--- config.mk ---
export PLATFORM = sky130hd
export DESIGN_NAME = multicycle_control_unit
export DESIGN_NICKNAME = d
export VERILOG_FILES = /design/src/rtl/multicycle_control_unit.sv
export SDC_FILE = /design/constraint.sdc
export NUM_CORES = 1
export LEC_CHECK = 0
export CAP_MARGIN = 10
export CORE_ASPECT_RATIO = 1.2
export CORE_MARGIN = 3
export CORE_UTILIZATION = 47
export CTS_CLUSTER_DIAMETER = 200
export DETAILED_ROUTE_END_ITERATION = 8
export PLACE_DENSITY = 0.94
export SETUP_SLACK_MARGIN = 0.1
export SYNTH_ARGS = -nofsm -noshare
export SYNTH_HDL_FRONTEND = slang
export SYNTH_SLANG_ARGS = --single-unit
--- constraint.sdc ---
create_clock -name clk -period 3.3 [get_ports clk]
set_input_delay 0.99 -clock clk [delete_from_list [all_inputs] [get_ports clk]]
set_output_delay 0.99 -clock clk [all_outputs]
set_load 0.01 [all_outputs]
--- src/rtl/multicycle_control_unit.sv ---
// ---------------------------------------------------------------------------
// multicycle_control_unit
//
// Control FSM for a multicycle RV32I-subset datapath (lw, sw, R-type, I-type
// ALU, beq, jal). Each instruction walks FETCH -> DECODE -> ... -> FETCH.
// Any unsupported opcode or ALU funct3 parks the machine in TRAP. It stays
// there, with the sticky illegal flag raised, until reset.
//
// Ports
//   clk         system clock, rising edge
//   rst         asynchronous active-high reset
//   opcode      instr[6:0] from the instruction register
//   funct3      instr[14:12]
//   funct7b5    instr[30], selects sub for R-type funct3=000
//   zero        ALU zero flag, used for the beq decision
//   mem_ready   memory completes the current access this cycle
//   mem_req     memory access request
//   mem_write   access is a store
//   adr_src     memory address select: 0=PC, 1=ALUOut
//   ir_write    load IR and oldPC
//   pc_write    load PC from the result bus
//   reg_write   register file write enable
//   alu_src_a   00=PC, 01=oldPC, 10=rs1
//   alu_src_b   00=rs2, 01=imm, 10=constant 4
//   alu_control 000 add, 001 sub, 010 and, 011 or, 101 slt
//   result_src  00=ALUOut, 01=mem data, 10=ALU result
//   imm_src     00 I, 01 S, 10 B, 11 J
//   illegal     sticky illegal-instruction flag
//   state       current state encoding (debug)
// ---------------------------------------------------------------------------
module multicycle_control_unit (
    input  logic       clk,
    input  logic       rst,
    input  logic [6:0] opcode,
    input  logic [2:0] funct3,
    input  logic       funct7b5,
    input  logic       zero,
    input  logic       mem_ready,
    output logic       mem_req,
    output logic       mem_write,
    output logic       adr_src,
    output logic       ir_write,
    output logic       pc_write,
    output logic       reg_write,
    output logic [1:0] alu_src_a,
    output logic [1:0] alu_src_b,
    output logic [2:0] alu_control,
    output logic [1:0] result_src,
    output logic [1:0] imm_src,
    output logic       illegal,
    output logic [3:0] state
);

    typedef enum logic [3:0] {
        ST_FETCH    = 4'd0,
        ST_DECODE   = 4'd1,
        ST_MEMADR   = 4'd2,
        ST_MEMREAD  = 4'd3,
        ST_MEMWB    = 4'd4,
        ST_MEMWRITE = 4'd5,
        ST_EXECR    = 4'd6,
        ST_EXECI    = 4'd7,
        ST_ALUWB    = 4'd8,
        ST_BEQ      = 4'd9,
        ST_JAL      = 4'd10,
        ST_TRAP     = 4'd11
    } state_t;

    // Moore outputs, held in one register bank
    typedef struct packed {
        logic       mem_req;
        logic       mem_write;
        logic       adr_src;
        logic       reg_write;
        logic [1:0] alu_src_a;
        logic [1:0] alu_src_b;
        logic [2:0] alu_control;
        logic [1:0] result_src;
        logic [1:0] imm_src;
        logic       illegal;
    } ctrl_t;

    localparam logic [6:0] OP_LW   = 7'b0000011;
    localparam logic [6:0] OP_SW   = 7'b0100011;
    localparam logic [6:0] OP_R    = 7'b0110011;
    localparam logic [6:0] OP_I    = 7'b0010011;
    localparam logic [6:0] OP_BEQ  = 7'b1100011;
    localparam logic [6:0] OP_JAL  = 7'b1101111;

    state_t state_reg;
    state_t state_next;
    ctrl_t  ctrl_reg;

    // funct3 values the ALU decoder supports
    function automatic logic f3_legal(input logic [2:0] f3);
        return (f3 == 3'b000) || (f3 == 3'b010) || (f3 == 3'b110) || (f3 == 3'b111);
    endfunction

    function automatic logic [2:0] alu_decode(input logic [2:0] f3, input logic use_sub);
        logic [2:0] op;
        op = 3'b000;
        case (f3)
            3'b000:  op = use_sub ? 3'b001 : 3'b000;
            3'b010:  op = 3'b101;
            3'b110:  op = 3'b011;
            3'b111:  op = 3'b010;
            default: op = 3'b000;
        endcase
        return op;
    endfunction

    // Moore output table. The instruction fields are stable for the whole
    // instruction (IR only reloads in FETCH), so evaluating them on entry
    // to a state gives the same value as evaluating them inside it.
    function automatic ctrl_t ctrl_for(input state_t s, input logic is_sw,
                                       input logic [2:0] f3, input logic f7b5);
        ctrl_t c;
        c = '0;
        case (s)
            ST_FETCH: begin
                c.mem_req    = 1'b1;
                c.alu_src_b  = 2'b10;
                c.result_src = 2'b10;
            end
            ST_DECODE: begin
                c.alu_src_a = 2'b01;
                c.alu_src_b = 2'b01;
                c.imm_src   = 2'b10;
            end
            ST_MEMADR: begin
                c.alu_src_a = 2'b10;
                c.alu_src_b = 2'b01;
                c.imm_src   = is_sw ? 2'b01 : 2'b00;
            end
            ST_MEMREAD: begin
                c.mem_req = 1'b1;
                c.adr_src = 1'b1;
            end
            ST_MEMWB: begin
                c.result_src = 2'b01;
                c.reg_write  = 1'b1;
            end
            ST_MEMWRITE: begin
                c.mem_req   = 1'b1;
                c.mem_write = 1'b1;
                c.adr_src   = 1'b1;
            end
            ST_EXECR: begin
                c.alu_src_a   = 2'b10;
                c.alu_src_b   = 2'b00;
                c.alu_control = alu_decode(f3, f7b5);
            end
            ST_EXECI: begin
                c.alu_src_a   = 2'b10;
                c.alu_src_b   = 2'b01;
                c.imm_src     = 2'b00;
                c.alu_control = alu_decode(f3, 1'b0);
            end
            ST_ALUWB: begin
                c.reg_write = 1'b1;
            end
            ST_BEQ: begin
                c.alu_src_a   = 2'b10;
                c.alu_control = 3'b001;
            end
            ST_JAL: begin
                c.alu_src_a = 2'b01;
                c.alu_src_b = 2'b10;
            end
            ST_TRAP: begin
                c.illegal = 1'b1;
            end
            default: c = '0;
        endcase
        return c;
    endfunction

    always_comb begin
        state_next = ST_FETCH;
        case (state_reg)
            ST_FETCH:    state_next = mem_ready ? ST_DECODE : ST_FETCH;
            ST_DECODE: begin
                case (opcode)
                    OP_LW, OP_SW: state_next = ST_MEMADR;
                    OP_R:         state_next = ST_EXECR;
                    OP_I:         state_next = ST_EXECI;
                    OP_BEQ:       state_next = ST_BEQ;
                    OP_JAL:       state_next = ST_JAL;
                    default:      state_next = ST_TRAP;
                endcase
            end
            ST_MEMADR:   state_next = (opcode == OP_SW) ? ST_MEMWRITE : ST_MEMREAD;
            ST_MEMREAD:  state_next = mem_ready ? ST_MEMWB : ST_MEMREAD;
            ST_MEMWB:    state_next = ST_FETCH;
            ST_MEMWRITE: state_next = mem_ready ? ST_FETCH : ST_MEMWRITE;
            ST_EXECR,
            ST_EXECI:    state_next = f3_legal(funct3) ? ST_ALUWB : ST_TRAP;
            ST_ALUWB:    state_next = ST_FETCH;
            ST_BEQ:      state_next = ST_FETCH;
            ST_JAL:      state_next = ST_ALUWB;
            ST_TRAP:     state_next = ST_TRAP;
            default:     state_next = ST_FETCH;
        endcase
    end

    // Outputs are registered from the next state, so they line up with
    // state_reg without a combinational decode after the flops.
    always_ff @(posedge clk or posedge rst) begin
        if (rst) begin
            state_reg <= ST_FETCH;
            ctrl_reg  <= ctrl_for(ST_FETCH, 1'b0, 3'b000, 1'b0);
        end else begin
            state_reg <= state_next;
            ctrl_reg  <= ctrl_for(state_next, opcode == OP_SW, funct3, funct7b5);
        end
    end

    // The only input-dependent strobes. They are gated by rst so that an
    // access abandoned by reset never loads IR or PC.
    assign ir_write = !rst && (state_reg == ST_FETCH) && mem_ready;
    assign pc_write = !rst && (((state_reg == ST_FETCH) && mem_ready) ||
                               ((state_reg == ST_BEQ) && zero) ||
                               (state_reg == ST_JAL));

    assign mem_req     = ctrl_reg.mem_req;
    assign mem_write   = ctrl_reg.mem_write;
    assign adr_src     = ctrl_reg.adr_src;
    assign reg_write   = ctrl_reg.reg_write;
    assign alu_src_a   = ctrl_reg.alu_src_a;
    assign alu_src_b   = ctrl_reg.alu_src_b;
    assign alu_control = ctrl_reg.alu_control;
    assign result_src  = ctrl_reg.result_src;
    assign imm_src     = ctrl_reg.imm_src;
    assign illegal     = ctrl_reg.illegal;
    assign state       = state_reg;

endmodule

## After elaboration in Yosys (flattened, before gate mapping)

Index checks and enable logic that the tools add are counted.

| storage, ports and cells | value |
|---|---|
| register bits | 20 |
| bits of input ports | 15 |
| word-level logic and storage cells | 84 |

| cells by class | value |
|---|---|
| eq/ne operators | 29 |
| multiplexer cells | 21 |
| reduce and logical (&&, ||, !) cells | 23 |

Operators by type and width:

| operator | count |
|---|---|
| 4-bit case mux with 8 select lines | 1 |
| 4-bit by 3-bit == test with 1-bit output (second input constant) | 7 |
| 4-bit == test (second input constant) | 7 |
| 4-bit case mux with 5 select lines | 1 |
| 3-bit case mux with 3 select lines | 2 |
| 4-bit by 2-bit == test with 1-bit output (second input constant) | 4 |
| 2-bit case mux with 2 select lines | 4 |
| 7-bit by 6-bit == test with 1-bit output (second input constant) | 2 |
| 7-bit == test (second input constant) | 2 |
| 3-bit case mux with 4 select lines | 1 |
| 2-bit OR reduction | 6 |
| 3-bit two-way mux | 3 |
| 4-bit by 1-bit == test with 1-bit output (second input constant) | 2 |
| 4-bit zero test | 2 |
| 1-bit two-way mux | 8 |
| 7-bit by 2-bit == test with 1-bit output (second input constant) | 1 |
| 7-bit by 5-bit == test with 1-bit output (second input constant) | 1 |
| 3-bit == test (second input constant) | 2 |
| 3-bit OR reduction | 2 |
| 1-bit logical AND | 5 |
| 1-bit logical OR | 5 |
| 4-bit OR reduction | 1 |
| 3-bit by 2-bit == test with 1-bit output (second input constant) | 1 |
| 3-bit zero test | 1 |
| other kinds (2) | 2 |

## Longest topological paths before layout

Gate-level depths: netlist of run 1.

| logic depth | value |
|---|---|
| depth after elaboration | 9 |
| depth in mapped cells | 8 |
| gate-level depth less buffers | 7 |

## Least setup slack after synthesis of run 1

Ideal clock, no wire load.

| timing path | value |
|---|---|
| kind | in2out |
| from | input port mem_ready |
| to | output port pc_write |
| data arrival time | 1603 ps |
| slack | 707 ps |
| cell stages on the path | 4 |
| path buffers | 0 |
| cells stage by stage | inv_1 > nor3_1 > a311oi_1 > nor4_1 |

| between the ends | value |
|---|---|
| cells in the longest elaborated chain, start to end | 4 |

RTL lines:

| element | RTL line | source |
|---|---|---|
| start, declared | 38 | `input logic mem_ready,` |
| 1-bit logical AND | 221 | `assign pc_write = !rst && (((state_reg == ST_FETCH) && mem_ready) \|\|` |
| 1-bit logical OR | 221 |  |
| 1-bit logical OR | 222 | `((state_reg == ST_BEQ) && zero) \|\|` |
| 1-bit logical AND | 221 |  |
| end, declared | 43 | `output logic pc_write,` |

No other way between the ends.

## Worst setup path in the final report of run 1

| timing path | value |
|---|---|
| from | input port mem_ready |
| to | output port ir_write |

| between the ends | value |
|---|---|
| cells in the longest elaborated chain, start to end | 1 |

RTL lines:

| element | RTL line | source |
|---|---|---|
| 1-bit logical AND | 220 | `assign ir_write = !rst && (state_reg == ST_FETCH) && mem_ready;` |
| end, declared | 42 | `output logic ir_write,` |

No other way between the ends.

==> metrics.csv, run 1 <==
metric;value;unit
synth_compound_area_share;16.71;%
largest_reg_flops;4;
max-cap-violations;0;
antenna_found_initial;0;
area_delta_synth_final;41.77;%
yosys.area_share.adder;0;%
cpPeakStageDelay;0.48;ns
drv_slew;0;
dieArea;2800;sq um
ant_nets;0;
drive_above_1_share;19.18;%
wl_per_cell;14.53;um
max_slew_margin;51.38;%
rsz0062_at_grt;true;
path_buf_inv;3;
drc;0;
synthMuxAreaShare;0;%
total_power;0.001196;W
gp_congestion;0.8615;
synth-xor-area-share;0.8475;%
finalHoldViolCount;0;
synth_cells;106;
grt_use_total;18.82;%
syn_area_per_cell;9.750;sq um
setup_tns;0;ns
ys_types;41;
critPathCaptureType;primary output;
tightest_slew;0.7285;ns
vias;1002;
crit_chain;clkdlybuf4s50_1 > buf_4 > nor2b_2 > nand2_1 > nor2_1 > buf_2;
path_delay_family;buffers and inverters;
grt_pass1_wl;4.153;mm
period_share;93.83;%
dp_hpwl;1.962;mm
grt_max_degree;21;
ys_seq_area_share;48.79;%
start_util;52.81;%
cts.sinks;20;
first_global_vias;929;
yosysTopAreaCellShare;41.16;%
synthFlopType;dfrtp_1;
cts_tree;done;
status;finished, final reports clean;
core-area;1957;sq um
power.density;816.1;nW/um^2
leakage;0.6293;nW
overflow;0;
peakVddDrop;0.5930;mV
async_flop_share;100.0;%
cts_hold_buf;0;
hp-class;flop to flop;
cts.reportedPaths.clkPinSlew;0.11;ns
post_cts_buffers;0;
synth_common_cells;17 x dfrtp_1, 12 x nor2_1, 7 x inv_1, 7 x nand2_1;
fmax;0.3230;GHz
clk_path_buf_depth;2;
wirelength;2.528;mm
rows;17;
synth.largest_area_cell;dfrtp_1;
synth_top_family_by_area;simple AND/OR/NAND/NOR gates;
vias_per_cell;5.759;
critPathMaxFanout;6;
synth_area_leaders;dfrtp_1 41%, dfstp_2 7.6%, nor2_1 4.4%;
pin_count;37;
cts_buffers;3;
synthSimpleGateAreaFrac;28.33;%
yosys_warnings;0;
dieWidth;48.81;um
clock_latency;0.30;ns
worstSetupPathType;input port to primary output;
yosysMostFrequentCell;dfrtp_1;
cp.arrival;2.11;ns
crit_slowest_cell;clkdlybuf4s50_1;
finalSetupViolCount;0;
ys_ff_latch;20;
nets;162;
placedInstanceArea;1441;sq um
initialDrtViolationCount;24;
startpoint_type;input port;
synth_fp_nets;121;
ctsHtreeMaxLevel;1;
synth_enable_flop_cells;0;
diodes;0;
die_height;57.37;um
synth_area;1033;sq um
stdcell_area;1465;sq um
utilization;74.87;%
fin_skew;0.008780;ns
required;2.31;ns
io_buffers;36;
drt_pass1_iterations;4;
cts_root_buffer;clkbuf_4;
min_period;3.096;ns
-- layout make-up --
class	count	area (sq um)
repair buffers	40	380.4
fillers	149	491.7
inverters	9	37.54
clock buffers	4	26.28
multi-input cells	73	481.7
well taps	28	35.03
flip-flops and latches	20	504.2
-- worst reg2reg max path: stages, from the launching register on --
cell      delay, ns
dfrtp_1        0.67
or4b_4         0.57
a31oi_1        0.21
a21oi_1        0.07
and2_4         0.18
clkinv_2       0.07
nand2_2        0.07
a21oi_2        0.15
-- repair_timing --
item,in CTS,in global routing
pin swaps,1,3
setup endpoints to repair,2,2
resized for setup,8,3
-- final timing paths --
kind / startpoint / to / slack (ns) / cells after the start
worst max-delay path: mem_ready / ir_write / 0.20 / 6
worst min-delay path: state[0]$_DFF_PP0_ / result_src[0]$_DFF_PP0_ / 0.77 / 2
worst max register to register: state[0]$_DFF_PP0_ / alu_src_b[1]$_DFF_PP1_ / 1.23 / 7
worst min register to register: state[0]$_DFF_PP0_ / result_src[0]$_DFF_PP0_ / 0.77 / 2
max in group asynchronous: rst / adr_src$_DFF_PP0_ / 1.55 / 3
min in group asynchronous: rst / state[2]$_DFF_PP0_ / 1.28 / 3
-- metal layers --
metal  vias to the layer above  track usage [%]  wire length [um]
met5                         -                0                 0
met4                         0            6.504                68
met3                        10            4.700               210
met2                        67            33.20              1254
met1                       461            22.24               994
li1                        464                -                 -
-- where the power goes --
group | internal [W] | switching (W) | total (W)
combinational | 0.000313 | 0.000349 | 0.000662
clock | 0.0000470 | 0.0000700 | 0.000117
sequential | 0.000331 | 0.0000861 | 0.000417
total | 0.000691 | 0.000505 | 0.00120
-- cell families (layout without fill, tap and decap cells) --
group	count (synthesis)	count (layout)
compound gates	22	22
xor+xnor	1	1
buf+inv	13	53
flops	20	20
simple gates	50	50
-- per-stage QoR --
stage               setup slack, ns  hold WS [ns]  std cells
global placement            -0.1874        0.7358        170
floorplan                    0.7066        0.7013        106
finish                       0.2037        0.7652        174
global route                0.09291        0.8422        174
detailed placement          -0.2587        0.7272        170
CTS                         0.08771        0.7376        174
-- cells in the final DEF (no fill, tap or decap), types with 3 or more instances in the layout --
cell type        instances
dfstp_2                  3
buf_4                    4
nor2_1                  12
a21oi_1                  3
o211ai_1                 3
clkdlybuf4s50_1         34
nand2b_1                 3
nor3_1                   3
nor4_1                   3
inv_1                    7
nand2_1                  7
nor2b_1                  3
nand4_1                  3
dfrtp_1                 17
clkbuf_4                 3
Note: power is estimated with default switching activity, not from simulation.
==> inputs of run 2 (changes only) <==
--- a/config.mk
+++ b/config.mk
@@ -5,8 +5,7 @@
 export SDC_FILE = /design/constraint.sdc
 export NUM_CORES = 1
 export LEC_CHECK = 0
-export CAP_MARGIN = 10
-export CORE_ASPECT_RATIO = 1.2
+export CAP_MARGIN = 20
 export CORE_MARGIN = 3
 export CORE_UTILIZATION = 47
 export CTS_CLUSTER_DIAMETER = 200
==> run 2 against run 1 <==
Utilization decreased by 0.86 points; cell area increased by 2.1%; combinational power grew 4.1%; total power rose by 9.7%; first-iteration DRC count increased by 50%; hold slack improved by 0.034 ns; sequential power is 1% higher; die area hardly changed; maximum frequency rose by 4.5%; cell count shrank 0.57%; non-clock buffer count unchanged.
==> metrics.csv, run 2 (synthesized netlist as in run 1, its figures left out) <==
metric;value;unit
leakage;0.6570;nW
critPathMaxFanout;1;
layout_common_cells;33 x clkdlybuf4s50_1, 17 x dfrtp_1, 12 x nor2_1, 7 x inv_1, 7 x nand2_1;
post_cts_buffers;0;
status;finished, final reports clean;
wl_per_cell;16.36;um
wirelength;2.831;mm
min_period;2.963;ns
startpoint_type;input port;
clock_latency;0.30;ns
drc;0;
area_delta_synth_final;44.79;%
period_share;89.80;%
largest_reg_flops;4;
vias;1033;
worstSetupPathType;input port to primary output;
overflow;0;
vias_per_cell;5.971;
dieWidth;52.89;um
dp_hpwl;2.061;mm
drt_pass1_iterations;4;
layout_commonest_cell;clkdlybuf4s50_1;
r2r_slack;1.10;ns
gp_congestion;0.8776;
rsz0062_at_grt;false;
max_slew_margin;52.25;%
rows;16;
total_power;0.001312;W
initialDrtViolationCount;36;
setup_tns;0;ns
ant_nets;0;
pin_count;37;
cts_hold_buf;0;
drv_slew;0;
first_global_vias;971;
finalSetupViolCount;0;
stdcell_area;1496;sq um
required;2.31;ns
cts_root_buffer;clkbuf_4;
max-cap-violations;0;
diodes;0;
grt_max_degree;21;
fmax;0.3374;GHz
cts_tree;done;
antenna_found_initial;0;
dieArea;2797;sq um
hp-class;flop to flop;
finalHoldViolCount;0;
cts_buffers;3;
power.density;876.5;nW/um^2
peakVddDrop;0.6648;mV
fin_skew;0.002546;ns
ctsHtreeMaxLevel;1;
nets;162;
grt_use_total;21.79;%
core-area;2022;sq um
cts.sinks;20;
cts.reportedPaths.clkPinSlew;0.11;ns
grt_pass1_wl;4.436;mm
cp.arrival;1.97;ns
clk_path_buf_depth;2;
placedInstanceArea;1440;sq um
start_util;51.11;%
drive_above_1_share;18.49;%
critPathCaptureType;primary output;
die_height;52.89;um
tightest_slew;0.7155;ns
io_buffers;36;
[run 2: final timing paths]
| path | start | to | depth (start not counted) |
|---|---|---|---|
| min in group asynchronous | rst | alu_control[1]$_DFF_PP0_ | 2 |
| max in group asynchronous | rst | mem_write$_DFF_PP0_ | 2 |
| hold reg to reg | state[0]$_DFF_PP0_ | result_src[0]$_DFF_PP0_ | 2 |
| setup / recovery | zero | pc_write | 4 |
| hold / removal | state[0]$_DFF_PP0_ | result_src[0]$_DFF_PP0_ | 2 |
| setup reg to reg | state[0]$_DFF_PP0_ | alu_control[0]$_DFF_PP0_ | 7 |
[run 2: per-stage QoR]
| stage | hold slack [ns] | util [%] | instances | setup WS, ns |
|---|---|---|---|---|
| after floorplan | 0.7013 | - | 106 | 0.7066 |
| after global placement | 0.7289 | 71.23 | 169 | -0.2493 |
| after detailed placement | 0.7399 | 71.23 | 169 | -0.3136 |
| after CTS | 0.7928 | 74.20 | 173 | -0.01291 |
| after global routing | 0.8343 | 74.01 | 173 | 0.2568 |
| final | 0.7995 | 74.01 | 173 | 0.3365 |
[run 2: repair_timing]
| item | CTS | global route |
|---|---|---|
| gates resized for setup | 7 | 2 |
| setup endpoints to repair | 2 | 2 |
| pin swaps | 0 | 1 |
| endpoints found under the hold margin | 0 | 0 |
[run 2: per-layer routing]
layer	vias to the layer above	wire, um	GRT usage [%]
li1	460	-	-
met1	494	1023	25.40
met2	67	1430	36.98
met3	12	256	5.070
met4	0	120	11.06
met5	-	0	0
[run 2: worst max-delay path, stage by stage]
cell	delay (ns)
clkdlybuf4s50_1	0.47
a311oi_1	0.09
nor4_1	0.24
buf_2	0.17
[run 2: where the power goes]
part           switching (W)  total (W)  internal (W)
clock network      0.0000770   0.000200      0.000123
registers          0.0000921   0.000423      0.000330
logic               0.000362   0.000689      0.000327
[run 2: area by class of cell]
cell class                      instances  area [sq um]
Clock buffer                            3         22.52
Clock inverter                          1         30.03
Fill cell                             136         525.5
Inverter                                9         37.54
Multi-Input combinational cell         73         481.7
Sequential cell                        20         504.2
Tap cell                               27         33.78
Timing Repair Buffer                   40         386.6
